`src/rtl/coproc_pkg.sv`:
```
`default_nettype none
// ============================================================================
//  Module      : coproc_pkg
//  Description : Shared types, status codes and PIO field layout for the
//                image coprocessor command path.
//  Revision    : 1.0 - initial release
// ============================================================================
package coproc_pkg;

  typedef enum logic [3:0] {
    OP_NOP      = 4'd0,
    OP_COPY     = 4'd1,
    OP_ZOOM_IN  = 4'd2,
    OP_ZOOM_OUT = 4'd3,
    OP_WINDOW   = 4'd4
  } opcode_e;

  typedef enum logic [2:0] {
    ST_IDLE      = 3'd0,
    ST_CHECK     = 3'd1,
    ST_ISSUE     = 3'd2,
    ST_WAIT      = 3'd3,
    ST_DONE_HOLD = 3'd4
  } state_e;

  localparam logic [2:0] c_STATUS_OK         = 3'd0;
  localparam logic [2:0] c_STATUS_ILLEGAL_OP = 3'd1;
  localparam logic [2:0] c_STATUS_BAD_WINDOW = 3'd2;
  localparam logic [2:0] c_STATUS_TIMEOUT    = 3'd3;

  // instruct word: [3:0] opcode, [5:4] scale; pos/dim words: [15:0] X/W, [31:16] Y/H
  localparam int c_OPC_LSB   = 0;
  localparam int c_OPC_W     = 4;
  localparam int c_SCALE_LSB = 4;
  localparam int c_SCALE_W   = 2;
  localparam int c_FIELD_W   = 16;
  localparam int c_LO_LSB    = 0;
  localparam int c_HI_LSB    = 16;

  localparam int c_IMG_W_DEF = 320;
  localparam int c_IMG_H_DEF = 240;

  function automatic logic is_legal_op(input logic [3:0] op);
    return (op <= OP_WINDOW);
  endfunction

endpackage
`default_nettype wire

```
`src/rtl/window_bounds_check.sv`:
```
`default_nettype none
// ============================================================================
//  Module      : window_bounds_check
//  Description : Combinational window-inside-image test; sums are one bit
//                wider than the fields so 16-bit wrap reads as out of bounds.
//  Revision    : 1.0 - initial release
// ============================================================================
module window_bounds_check
  import coproc_pkg::*;
#(
  parameter int IMG_W = c_IMG_W_DEF,
  parameter int IMG_H = c_IMG_H_DEF
) (
  input  logic [c_FIELD_W-1:0] i_x,
  input  logic [c_FIELD_W-1:0] i_y,
  input  logic [c_FIELD_W-1:0] i_w,
  input  logic [c_FIELD_W-1:0] i_h,
  output logic                 o_in_bounds
);

  localparam logic [c_FIELD_W:0] c_LIM_X = (c_FIELD_W + 1)'(IMG_W);
  localparam logic [c_FIELD_W:0] c_LIM_Y = (c_FIELD_W + 1)'(IMG_H);

  logic [c_FIELD_W:0] w_x_end;
  logic [c_FIELD_W:0] w_y_end;

  always_comb begin
    w_x_end     = {1'b0, i_x} + {1'b0, i_w};
    w_y_end     = {1'b0, i_y} + {1'b0, i_h};
    o_in_bounds = (i_w != '0) && (i_h != '0) &&
                  (w_x_end <= c_LIM_X) && (w_y_end <= c_LIM_Y);
  end

endmodule
`default_nettype wire

```
`src/rtl/coproc_cmd_sequencer.sv`:
```
`default_nettype none
// ============================================================================
//  Module      : coproc_cmd_sequencer
//  Description : Latches PIO commands, validates them, launches the
//                coprocessor and returns status through a pio_start/pio_done
//                four-phase handshake with a watchdog.
//  Revision    : 1.0 - initial release
// ============================================================================
module coproc_cmd_sequencer
  import coproc_pkg::*;
#(
  parameter int IMG_W       = c_IMG_W_DEF,
  parameter int IMG_H       = c_IMG_H_DEF,
  parameter int TIMEOUT_CYC = 2 ** 20
) (
  input  logic        clk,
  input  logic        reset,
  input  logic        pio_reset,
  input  logic        pio_start,
  input  logic [31:0] pio_instruct,
  input  logic [31:0] pio_janela_pos,
  input  logic [31:0] pio_janela_dim,
  output logic        pio_done,
  output logic [2:0]  status,
  output logic        cp_start,
  output logic        cp_abort,
  output logic [3:0]  cp_opcode,
  output logic [1:0]  cp_scale,
  output logic [15:0] cp_x,
  output logic [15:0] cp_y,
  output logic [15:0] cp_w,
  output logic [15:0] cp_h,
  input  logic        cp_done,
  output logic        busy
);

  localparam int                c_WD_W    = (TIMEOUT_CYC > 2) ? $clog2(TIMEOUT_CYC) : 1;
  // The counter is tested before its increment, so the limit is one below TIMEOUT_CYC-1
  localparam logic [c_WD_W-1:0] c_WD_LAST = c_WD_W'(TIMEOUT_CYC - 2);
  localparam logic [c_WD_W-1:0] c_WD_ONE  = c_WD_W'(1);

  state_e              r_state;
  state_e              w_next_state;
  logic                r_start_q;
  logic [c_WD_W-1:0]   r_wdog;
  logic [3:0]          r_opcode;
  logic [1:0]          r_scale;
  logic [15:0]         r_x, r_y, r_w, r_h;
  logic                r_cp_start, r_cp_abort, r_pio_done, r_busy;
  logic [2:0]          r_status;

  logic                w_edge, w_latch, w_wd_clr, w_wd_inc, w_issue, w_abort;
  logic                w_status_ld, w_in_bounds;
  logic [2:0]          w_status_nxt;
  logic                w_unused_instr;

  assign w_edge         = pio_start & ~r_start_q;
  assign w_unused_instr = ^pio_instruct[31:c_SCALE_LSB + c_SCALE_W];

  window_bounds_check #(
    .IMG_W (IMG_W),
    .IMG_H (IMG_H)
  ) u_bounds (
    .i_x         (r_x),
    .i_y         (r_y),
    .i_w         (r_w),
    .i_h         (r_h),
    .o_in_bounds (w_in_bounds)
  );

  always_comb begin
    w_next_state = r_state;
    w_latch      = 1'b0;
    w_wd_clr     = 1'b0;
    w_wd_inc     = 1'b0;
    w_issue      = 1'b0;
    w_abort      = 1'b0;
    w_status_ld  = 1'b0;
    w_status_nxt = c_STATUS_OK;

    if (pio_reset) begin
      w_next_state = ST_IDLE;
      w_status_ld  = 1'b1;
      w_abort      = (r_state == ST_ISSUE) || (r_state == ST_WAIT);
    end else begin
      case (r_state)
        ST_IDLE: begin
          if (w_edge) begin
            w_latch      = 1'b1;
            w_wd_clr     = 1'b1;
            w_next_state = ST_CHECK;
          end
        end
        ST_CHECK: begin
          w_next_state = ST_DONE_HOLD;
          w_status_ld  = 1'b1;
          if (!is_legal_op(r_opcode)) begin
            w_status_nxt = c_STATUS_ILLEGAL_OP;
          end else if ((r_opcode == OP_WINDOW) && !w_in_bounds) begin
            w_status_nxt = c_STATUS_BAD_WINDOW;
          end else if (r_opcode == OP_NOP) begin
            w_status_nxt = c_STATUS_OK;
          end else begin
            w_status_ld  = 1'b0;
            w_issue      = 1'b1;
            w_next_state = ST_ISSUE;
          end
        end
        ST_ISSUE: begin
          w_next_state = ST_WAIT;
        end
        ST_WAIT: begin
          w_wd_inc = 1'b1;
          // completion takes priority over a coincident watchdog expiry
          if (cp_done) begin
            w_next_state = ST_DONE_HOLD;
            w_status_ld  = 1'b1;
            w_status_nxt = c_STATUS_OK;
          end else if (r_wdog == c_WD_LAST) begin
            w_next_state = ST_DONE_HOLD;
            w_status_ld  = 1'b1;
            w_status_nxt = c_STATUS_TIMEOUT;
            w_abort      = 1'b1;
          end
        end
        ST_DONE_HOLD: begin
          if (!pio_start) begin
            w_next_state = ST_IDLE;
          end
        end
        default: begin
          w_next_state = ST_IDLE;
        end
      endcase
    end
  end

  always_ff @(posedge clk or posedge reset) begin
    if (reset) begin
      r_state    <= ST_IDLE;
      r_start_q  <= 1'b0;
      r_wdog     <= '0;
      r_opcode   <= '0;
      r_scale    <= '0;
      r_x        <= '0;
      r_y        <= '0;
      r_w        <= '0;
      r_h        <= '0;
      r_cp_start <= 1'b0;
      r_cp_abort <= 1'b0;
      r_pio_done <= 1'b0;
      r_busy     <= 1'b0;
      r_status   <= c_STATUS_OK;
    end else begin
      r_state    <= w_next_state;
      r_start_q  <= pio_start;
      r_cp_start <= w_issue;
      r_cp_abort <= w_abort;
      r_busy     <= (w_next_state != ST_IDLE);
      r_pio_done <= (w_next_state == ST_DONE_HOLD);
      if (w_status_ld) begin
        r_status <= w_status_nxt;
      end
      if (w_wd_clr) begin
        r_wdog <= '0;
      end else if (w_wd_inc) begin
        r_wdog <= r_wdog + c_WD_ONE;
      end
      if (w_latch) begin
        r_opcode <= pio_instruct[c_OPC_LSB +: c_OPC_W];
        r_scale  <= pio_instruct[c_SCALE_LSB +: c_SCALE_W];
        r_x      <= pio_janela_pos[c_LO_LSB +: c_FIELD_W];
        r_y      <= pio_janela_pos[c_HI_LSB +: c_FIELD_W];
        r_w      <= pio_janela_dim[c_LO_LSB +: c_FIELD_W];
        r_h      <= pio_janela_dim[c_HI_LSB +: c_FIELD_W];
      end
    end
  end

  assign pio_done  = r_pio_done;
  assign status    = r_status;
  assign cp_start  = r_cp_start;
  assign cp_abort  = r_cp_abort;
  assign cp_opcode = r_opcode;
  assign cp_scale  = r_scale;
  assign cp_x      = r_x;
  assign cp_y      = r_y;
  assign cp_w      = r_w;
  assign cp_h      = r_h;
  assign busy      = r_busy;

endmodule
`default_nettype wire

```
`config.mk`:
```
export PLATFORM = sky130hd
export DESIGN_NAME = coproc_cmd_sequencer
export DESIGN_NICKNAME = d
export VERILOG_FILES = /design/src/rtl/coproc_pkg.sv /design/src/rtl/window_bounds_check.sv /design/src/rtl/coproc_cmd_sequencer.sv
export SDC_FILE = /design/constraint.sdc
export NUM_CORES = 1
export LEC_CHECK = 0
export CORE_MARGIN = 5
export CORE_UTILIZATION = 30
export DETAILED_ROUTE_END_ITERATION = 16
export DONT_BUFFER_PORTS = 1
export HOLD_SLACK_MARGIN = 0.1
export SYNTH_ARGS = -nofsm -noshare
export SYNTH_HDL_FRONTEND = slang
export SYNTH_SLANG_ARGS = --single-unit
```
`constraint.sdc`:
```
create_clock -name clk -period 9.2 [get_ports clk]
set_clock_uncertainty 0.2 [all_clocks]
set_input_delay 1.38 -clock clk [delete_from_list [all_inputs] [get_ports clk]]
set_output_delay 1.38 -clock clk [all_outputs]
set_load 0.02 [all_outputs]
```
==> results of run 1 <==
layout make-up:
class                           instances  area, µm²  area share [%]
Timing Repair Buffer                    2      15.01          0.2280
Inverter                               16      62.56          0.9498
Sequential cell                       100       2502           37.99
Clock buffer                            9      225.2           3.419
Multi-Input combinational cell        586       3374           51.23
Clock inverter                          7      68.82           1.045
Tap cell                              270      337.8           5.129
power by group:
group          switching, W  internal, W
Sequential         0.000187     0.000507
Combinational      0.000359     0.000237
Clock              0.000190     0.000191
flip-flops by register name, summed over array words and instances (netlist names), 2 cells and up:
signal / cells
cp_h: 16
cp_opcode: 4
cp_scale: 2
cp_w: 16
cp_x: 16
cp_y: 16
r_state: 3
r_wdog: 20
status: 2
logic make-up after synthesis:
group | share of synthesized area, %
flip-flops | 41.28
XOR/XNOR | 4.623
multiplexers | 0.6811
AND/OR/NAND/NOR | 28.59
buffers and inverters | 3.096
AO/OA/AOI/OAI | 13.99
other | 0.06186
adder cells (fa/ha/maj) | 7.678
per-stage QoR:
| step | cell area [µm²] | total power, W | cells | hold slack, ns |
|---|---|---|---|---|
| finish | 6586 | 0.001672 | 990 | 0.3456 |
| global route | 6586 | 0.001791 | 990 | 0.3900 |
| CTS | 6586 | 0.001690 | 990 | 0.3514 |
| detailed placement | 6292 | 0.001301 | 974 | 0.3261 |
| global placement | 6292 | 0.001295 | 974 | 0.3192 |
| floorplan | 6062 | 0.001135 | 734 | 0.2744 |
synthesized netlist by cell type, drive strengths merged (3+ instances only):
library cell,n,share of area [%]
buf,6,0.50
a2111oi,3,0.43
or3,5,0.52
mux2i,3,0.50
a31oi,6,0.62
o21bai,4,0.50
o21a,5,0.62
nor3,13,1.1
and2,5,0.52
nand4,17,1.8
a221oi,3,0.54
a31o,3,0.43
nor2,38,2.4
nand4b,3,0.43
clkbuf,26,1.6
xor2,18,2.6
a211oi,7,0.87
ha,34,7.0
inv,16,0.99
o211ai,4,0.50
o21ai,20,1.7
nand3,23,1.9
a21o,15,1.9
a21oi,27,2.3
nand2,246,15
xnor2,14,2.0
nor2b,6,0.62
nor4,11,1.4
and3,9,0.93
nand3b,3,0.37
dfrtp,100,41
nand2b,3,0.31
routing by layer:
metal	vias to the layer above	track usage, %	share of wire [%]
met5	-	0	0
met4	0	3.724	1.4
met3	13	4.118	7.0
met2	182	22.29	45
met1	2403	19.57	46
li1	2510	-	-
worst register-to-register path: cells and delay by family, from the launching register on:
| kind | cells | cell delay (ns) |
|---|---|---|
| and+or+nand+nor | 3 | 0.98 |
| adders and majority gates | 2 | 0.72 |
| DFF | 1 | 0.51 |
| AOI/OAI and AO/OA | 5 | 1.47 |
| xor gates and xnor gates | 1 | 0.21 |
path summary, 6_finish.rpt:
kind | startpoint | to | slack (ns) | cells past startpoint
worst max register to register | cp_h[0]$_DFFE_PP0P_ | r_state[2]$_DFF_PP0_ | 5.00 | 11
worst max-delay path | cp_h[0]$_DFFE_PP0P_ | r_state[2]$_DFF_PP0_ | 5.00 | 11
min in group asynchronous | reset | cp_scale[1]$_DFFE_PP0P_ | 0.72 | 1
worst min-delay path | r_wdog[9]$_DFFE_PP0P_ | r_wdog[9]$_DFFE_PP0P_ | 0.35 | 2
worst min register to register | r_wdog[9]$_DFFE_PP0P_ | r_wdog[9]$_DFFE_PP0P_ | 0.35 | 2
max in group asynchronous | reset | cp_w[3]$_DFFE_PP0P_ | 6.86 | 2
==> metrics.txt, run 1 <==
Max-Slew Margin vs Limit=34.98%; FFs w/ async S/R, synth=100.0%; setup violators final=0; fin. max-slew vios=0; flops & latches, synth=100; layout filler cell count=2164; Num CTS Buffers=9; leakage power=3.168 nW; worst slew pin tran=0.9752 ns; RSZ-0062 raised after global routing=false; ys flop type=dfrtp_1; WL/cell=16.93 µm; clk sink count=100; global-route wire length before repair=27120 µm; clk_lat worst skew=0.35 ns; Ys Warns=0; post-DP HPWL=12510 µm; GRT overflow=0; Placement Setup Slack=4.996 ns; Area growth, synth to finish=8.648%; Die Width=152.2 µm; status=finished, final reports clean; post-synthesis cell type count=66; crit path kind=reg -> reg; DRC marker count from the first detailed-route iteration=256; final worst-path cycle share=45.70%; Cell Chain, Critical Path=ha_1, fa_1, a211oi_1, o21ai_0, a221oi_1, xnor2_1, nand4b_1, or4_4, nor4_4, a21oi_2, o21a_1; boundary pin count=178; Final nets=852; Slowest-stage cell, CP=dfrtp_1; CP Capture Type=flip-flop; power per cell area=253.8 nW/µm²; Top Family by Delay on Critical Path=compound AO/OA/AOI/OAI gates; Mapped Area=6062 µm²; Die Y=152.2 µm; share of cells above drive strength 1=4.167%; most frequent cells in the layout=nand2_1, dfrtp_1, nor2_1; final hold violations=0; mean number of vias per cell=5.160; fin crit period=4.205 ns; syn nets=871; DRC errors left=0; routability cong.=0.9014; DRT antenna net count=0; cells after synthesis=734; CORE AREA=20040 µm²; CTS tree=yes; Resized Gates After CTS=0; register area share after synthesis=41.28%; hold_buf cts=0; clk buf depth=2; ANT cells=0; CP Data Required Time=9.25 ns; largest net degree at the start of global routing=89; routed vias=5108; Die ar.=23150 µm²; WP data arrival=4.26 ns; number of synthesized flops with an enable pin=0; antenna violations before repair=0; vias in the first global route=4936; Total Neg Setup Slack=0 ns; max incr delay on CP=0.51 ns; min setup slack post-route=4.995 ns; Worst-path clk slew=0.08 ns; CP Launch Type=flip-flop; GRT Util Overall=14.30%; initial core utilization=30.25%; H-tree depth=3; Peak VDD IR=84.57 µV; critical path buffer and inverter count=0; Post CTS Setup Buffer Count=0; Hold Path Class=reg -> reg; number of port buffers=0; overall routed net length=16760 µm; drt pass-1 iters=5; commonest non-fill, non-tap cell in the layout=nand2_1; worst-path fanout max=5; CTS root buffer=clkbuf_16; Synth Area per Inst=8.259 µm²; Peak Freq=237.8 MHz; max_cap viols=0; final core utilization=32.87%; number of cell rows=52
Power figures use the tool's default switching activity.
==> run 2, diff against run 1 <==
clock period = 4.15 ns   (was 9.2 ns; I/O delays follow)
==> run 2 against run 1 <==
Net effect:
- combinational power is 140% higher
- sequential cell count stayed put
- first-iteration DRC count is 22% higher
- register-to-register slack worse by 4.7 ns
- clock power is 120% higher
- design area is 1.7% higher
- critical endpoint unchanged
- highest routed layer is now met5
==> metrics.txt, run 2 (same netlist as run 1, synthesis figures left out) <==
status=finished, final reports clean; RSZ-0062 raised after global routing=false; leakage power=3.233 nW; CORE AREA=20040 µm²; Peak VDD IR=216.8 µV; crit path kind=reg -> reg; fin. max-slew vios=0; vias in the first global route=4995; Logic pwr share=37.4%; CP Capture Type=flip-flop; Placement Setup Slack=0.1932 ns; CP Data Required Time=4.20 ns; min setup slack post-route=0.2814 ns; routed vias=5128; Area growth, synth to finish=10.55%; overall routed net length=16910 µm; Top reg by flops=r_wdog; placed insts=985; DRT antenna net count=0; drt pass-1 iters=5; commonest non-fill, non-tap cell in the layout=nand2_1; clk buf depth=2; Total Neg Setup Slack=0 ns; power per cell area=560.4 nW/µm²; initial core utilization=30.25%; Die Width=152.2 µm; final worst-path cycle share=93.22%; GRT Util Overall=14.51%; CTS tree=yes; Final nets=866; DRC marker count from the first detailed-route iteration=313; final hold violations=0; P_int=0.002120 W; sequential group share of total power=40.0%; worst-path fanout max=5; Peak Freq=258.5 MHz; NetSw=0.001635 W; H-tree depth=3; clk sink count=100; DRC errors left=0; fin crit period=3.869 ns; antenna violations before repair=1; share of cells above drive strength 1=5.858%; most frequent cells in the layout=nand2_1, dfrtp_1, nor2_1; number of cell rows=52; largest net degree at the start of global routing=89; switching power share of the total=43.55%; GRT overflow=0; Hold Path Class=in -> reg; Worst-path clk slew=0.08 ns; worst slew pin tran=0.9460 ns; Finished Layout Cells=1004; ANT cells=0; routability cong.=0.8982; max_cap viols=0; clk_lat worst skew=0.36 ns; post-DP HPWL=12530 µm; global-route wire length before repair=27320 µm; setup violators final=0; max reg flops=20; number of port buffers=0; Num CTS Buffers=9; Clock Power Share=22.6%; CTS root buffer=clkbuf_16; WL/cell=16.84 µm; boundary pin count=178; CP Launch Type=flip-flop; Die Y=152.2 µm; Die ar.=23150 µm²; mean number of vias per cell=5.108; Max-Slew Margin vs Limit=36.93%; WP data arrival=3.92 ns
-- run 2: cell type report --
type / instances / area (µm²)
fillers: 2139 / 13340
clock buffers: 10 / 239.0
inverters: 16 / 62.56
multi-input cells: 586 / 3379
flip-flops and latches: 100 / 2502
well taps: 270 / 337.8
clock inverters: 6 / 55.05
repair buffers: 16 / 125.1
-- run 2: repair_timing --
action | in CTS | in global routing
setup buffers | 0 | 1
endpoints found under the setup margin | 0 | 6
gates resized for setup | 0 | 1
hold buffers | 2 | 0
endpoints found under the hold margin | 35 | 0
-- run 2: layer usage --
layer	track usage (%)	share of wire, %	routed length [µm]
met5	0	0.077	13
met4	4.324	1.3	216
met3	4.232	6.9	1159
met2	22.57	45	7649
met1	19.65	47	7867
-- run 2: final timing paths --
kind	slack, ns	from	cells past startpoint	end
max	0.28	cp_y[0]$_DFFE_PP0P_	12	r_state[2]$_DFF_PP0_
min	0.13	pio_reset	1	busy$_DFF_PP0_
max reg2reg	0.28	cp_y[0]$_DFFE_PP0P_	12	r_state[2]$_DFF_PP0_
min reg2reg	0.34	r_wdog[9]$_DFFE_PP0P_	2	r_wdog[9]$_DFFE_PP0P_
max in group asynchronous	2.36	reset	3	cp_w[0]$_DFFE_PP0P_
min in group asynchronous	0.56	reset	2	cp_y[2]$_DFFE_PP0P_
-- run 2: metrics by stage --
stage                     util (%)  hold slack (ns)  cell area (µm²)  power (W)
after floorplan                  -           0.2744             6062   0.002515
after global placement       31.81           0.3267             6375   0.002907
after detailed placement     31.81           0.3215             6375   0.002915
after CTS                    33.38           0.1146             6689   0.003791
after global routing         33.44           0.1123             6701   0.004025
final                        33.44           0.1317             6701   0.003755
-- run 2: power by group through the flow --
| stage | combinational [W] | clock (W) | sequential [W] |
|---|---|---|---|
| after floorplan | 0.00105 | 0 | 0.00147 |
| after global placement | 0.00138 | 0 | 0.00152 |
| after detailed placement | 0.00139 | 0 | 0.00153 |
| after CTS | 0.00140 | 0.000883 | 0.00151 |
| after global routing | 0.00157 | 0.000920 | 0.00153 |
| final | 0.00141 | 0.000848 | 0.00150 |
-- run 2: critical path, stage by stage, from the launching register on --
cell and delay, ns:
dfrtp_1 0.38, ha_1 0.24, fa_1 0.45, or4_1 0.53, o41ai_1 0.08, a21oi_1 0.08
o311a_1 0.31, a31o_1 0.26, or4_4 0.53, nor4_4 0.21, buf_4 0.19, a21oi_2 0.08
o21a_1 0.21
==> run 3, diff against run 2 <==
PLACE_DENSITY_LB_ADDON = 0.08   (was not set)
==> run 3 against run 2 <==
Net effect:
- die area is the same
- hold slack got worse by 0.0051 ns
- via count down 0.37%
- combinational power barely moved
- clock power decreased by 2.5%
- register-to-register slack barely moved
- total power shrank 0.79%
- sequential power about the same
- first-iteration DRC count grew 40%
- core utilization fell by 0.19 points
- critical path depth grew 1
- critical path type unchanged
- highest routed layer is now met4
==> metrics.txt, run 3 (same netlist as run 1, synthesis figures left out) <==
overall routed net length=17350 µm; DRC errors left=0; number of cell rows=52; status=finished, final reports clean; vias in the first global route=5029; switching power share of the total=43.39%; routability cong.=0.8185; max reg flops=20; final worst-path cycle share=93.47%; initial core utilization=30.25%; hold_buf cts=1; final core utilization=33.25%; Peak Freq=257.8 MHz; clk_lat worst skew=0.35 ns; CP Capture Type=flip-flop; most frequent cells in the layout=nand2_1, dfrtp_1, nor2_1; Logic pwr share=37.5%; routed vias=5109; mean number of vias per cell=5.104; CTS root buffer=clkbuf_16; met3 usage in global routing=4.487%; Die Width=152.2 µm; ANT cells=0; M2 GR Usage=22.44%; Worst-path clk slew=0.07 ns; share of cells above drive strength 1=5.472%; fin. max-slew vios=0; antenna violations before repair=0; Final nets=863; RSZ-0062 raised after global routing=false; CORE AREA=20040 µm²; crit path kind=reg -> reg; drt pass-1 iters=7; CP Data Required Time=4.20 ns; Die ar.=23150 µm²; Hold Path Class=in -> async; GR peak layer=met2; post-DP HPWL=13170 µm; max_cap viols=0; final hold violations=0; clk sink count=100; GRT overflow=0; leakage power=3.217 nW; Hold Slack=0.1267 ns; CP Launch Type=flip-flop; clk buf depth=2; boundary pin count=178; largest net degree at the start of global routing=89; Max-Slew Margin vs Limit=37.80%; DRT antenna net count=0; number of port buffers=0; global-route wire length before repair=28190 µm; sequential group share of total power=40.3%; worst slew pin tran=0.9330 ns; DRC marker count from the first detailed-route iteration=439; Area growth, synth to finish=9.928%; Total Neg Setup Slack=0 ns; Resized Gates After CTS=0; WP data arrival=3.92 ns; GRT Util Overall=14.80%; commonest non-fill, non-tap cell in the layout=nand2_1; grt met1 use=20.79%; power per cell area=559.1 nW/µm²; fin crit period=3.879 ns; setup violators final=0; Post CTS Setup Buffer Count=0; NetSw=0.001616 W; P_int=0.002109 W; Top reg by flops=r_wdog; Num CTS Buffers=9; PnR Total Power=0.003725 W; Clock Power Share=22.2%; worst-path fanout max=5; CTS tree=yes; H-tree depth=3; WL/cell=17.33 µm; Peak VDD IR=193.6 µV; Die Y=152.2 µm
==> run 3: cell count changes in the layout (fill, tap and decap cells not counted) <==
| cell | change |
|---|---|
| clkinv_4 | -1 |
| clkinv_2 | +2 |
| a211oi_2 | -1 |
| buf_4 | -2 |
| dlygate4sd3_1 | -1 |
| inv_6 | -1 |
| a211oi_1 | +1 |
==> run 3: final cells by class <==
class	count	area, µm²
fill	2167	13380
multi-input combinational	586	3374
sequential	100	2502
tap	270	337.8
clock buffer	10	239.0
timing repair buffer	13	100.1
inverter	16	62.56
clock inverter	6	47.55
==> run 3: per-stage QoR <==
stage | worst slack (ns) | std cells | cell area [µm²]
2_1_floorplan | 0.4703 | 734 | 6062
3_3_place_gp | 0.3345 | 984 | 6367
3_5_place_dp | 0.2737 | 984 | 6367
4_1_cts | 0.2605 | 1001 | 6664
5_1_grt | 0.0007958 | 1001 | 6664
6_report | 0.2710 | 1001 | 6664
==> run 3: worst max-delay path, cell delays in order, from the launching register on <==
cell,delay [ns]
dfrtp_1,0.39
ha_1,0.24
fa_1,0.44
a211oi_1,0.37
o21ai_0,0.28
a221oi_1,0.33
buf_4,0.17
xnor2_1,0.13
nand4b_1,0.11
or4_4,0.50
nor4_4,0.13
buf_4,0.19
a21oi_2,0.08
o21a_1,0.21
==> run 3: routing by layer <==
| metal | up-vias | wire length (µm) |
|---|---|---|
| met5 | - | 0 |
| met4 | 0 | 190 |
| met3 | 12 | 1083 |
| li1 | 2532 | - |
| met2 | 154 | 7602 |
| met1 | 2411 | 8475 |
==> run 3: power groups by stage <==
stage / registers (W) / logic [W] / clock network, W
after floorplan: 0.00147 / 0.00105 / 0
after CTS: 0.00152 / 0.00140 / 0.000862
after global routing: 0.00154 / 0.00158 / 0.000897
after detailed placement: 0.00153 / 0.00139 / 0
final: 0.00150 / 0.00140 / 0.000827
after global placement: 0.00153 / 0.00139 / 0
==> run 3: worst paths after layout <==
path                                       from                    to  slack [ns]  cells past startpoint
setup / recovery            cp_y[0]$_DFFE_PP0P_  r_state[2]$_DFF_PP0_        0.27                     13
hold / removal                            reset   cp_x[9]$_DFFE_PP0P_        0.13                      1
setup reg to reg            cp_y[0]$_DFFE_PP0P_  r_state[2]$_DFF_PP0_        0.27                     13
hold reg to reg            r_state[2]$_DFF_PP0_    cp_abort$_DFF_PP0_        0.32                      1
max in group asynchronous                 reset   cp_y[7]$_DFFE_PP0P_        2.72                      2
min in group clk                      pio_reset        busy$_DFF_PP0_        0.13                      1
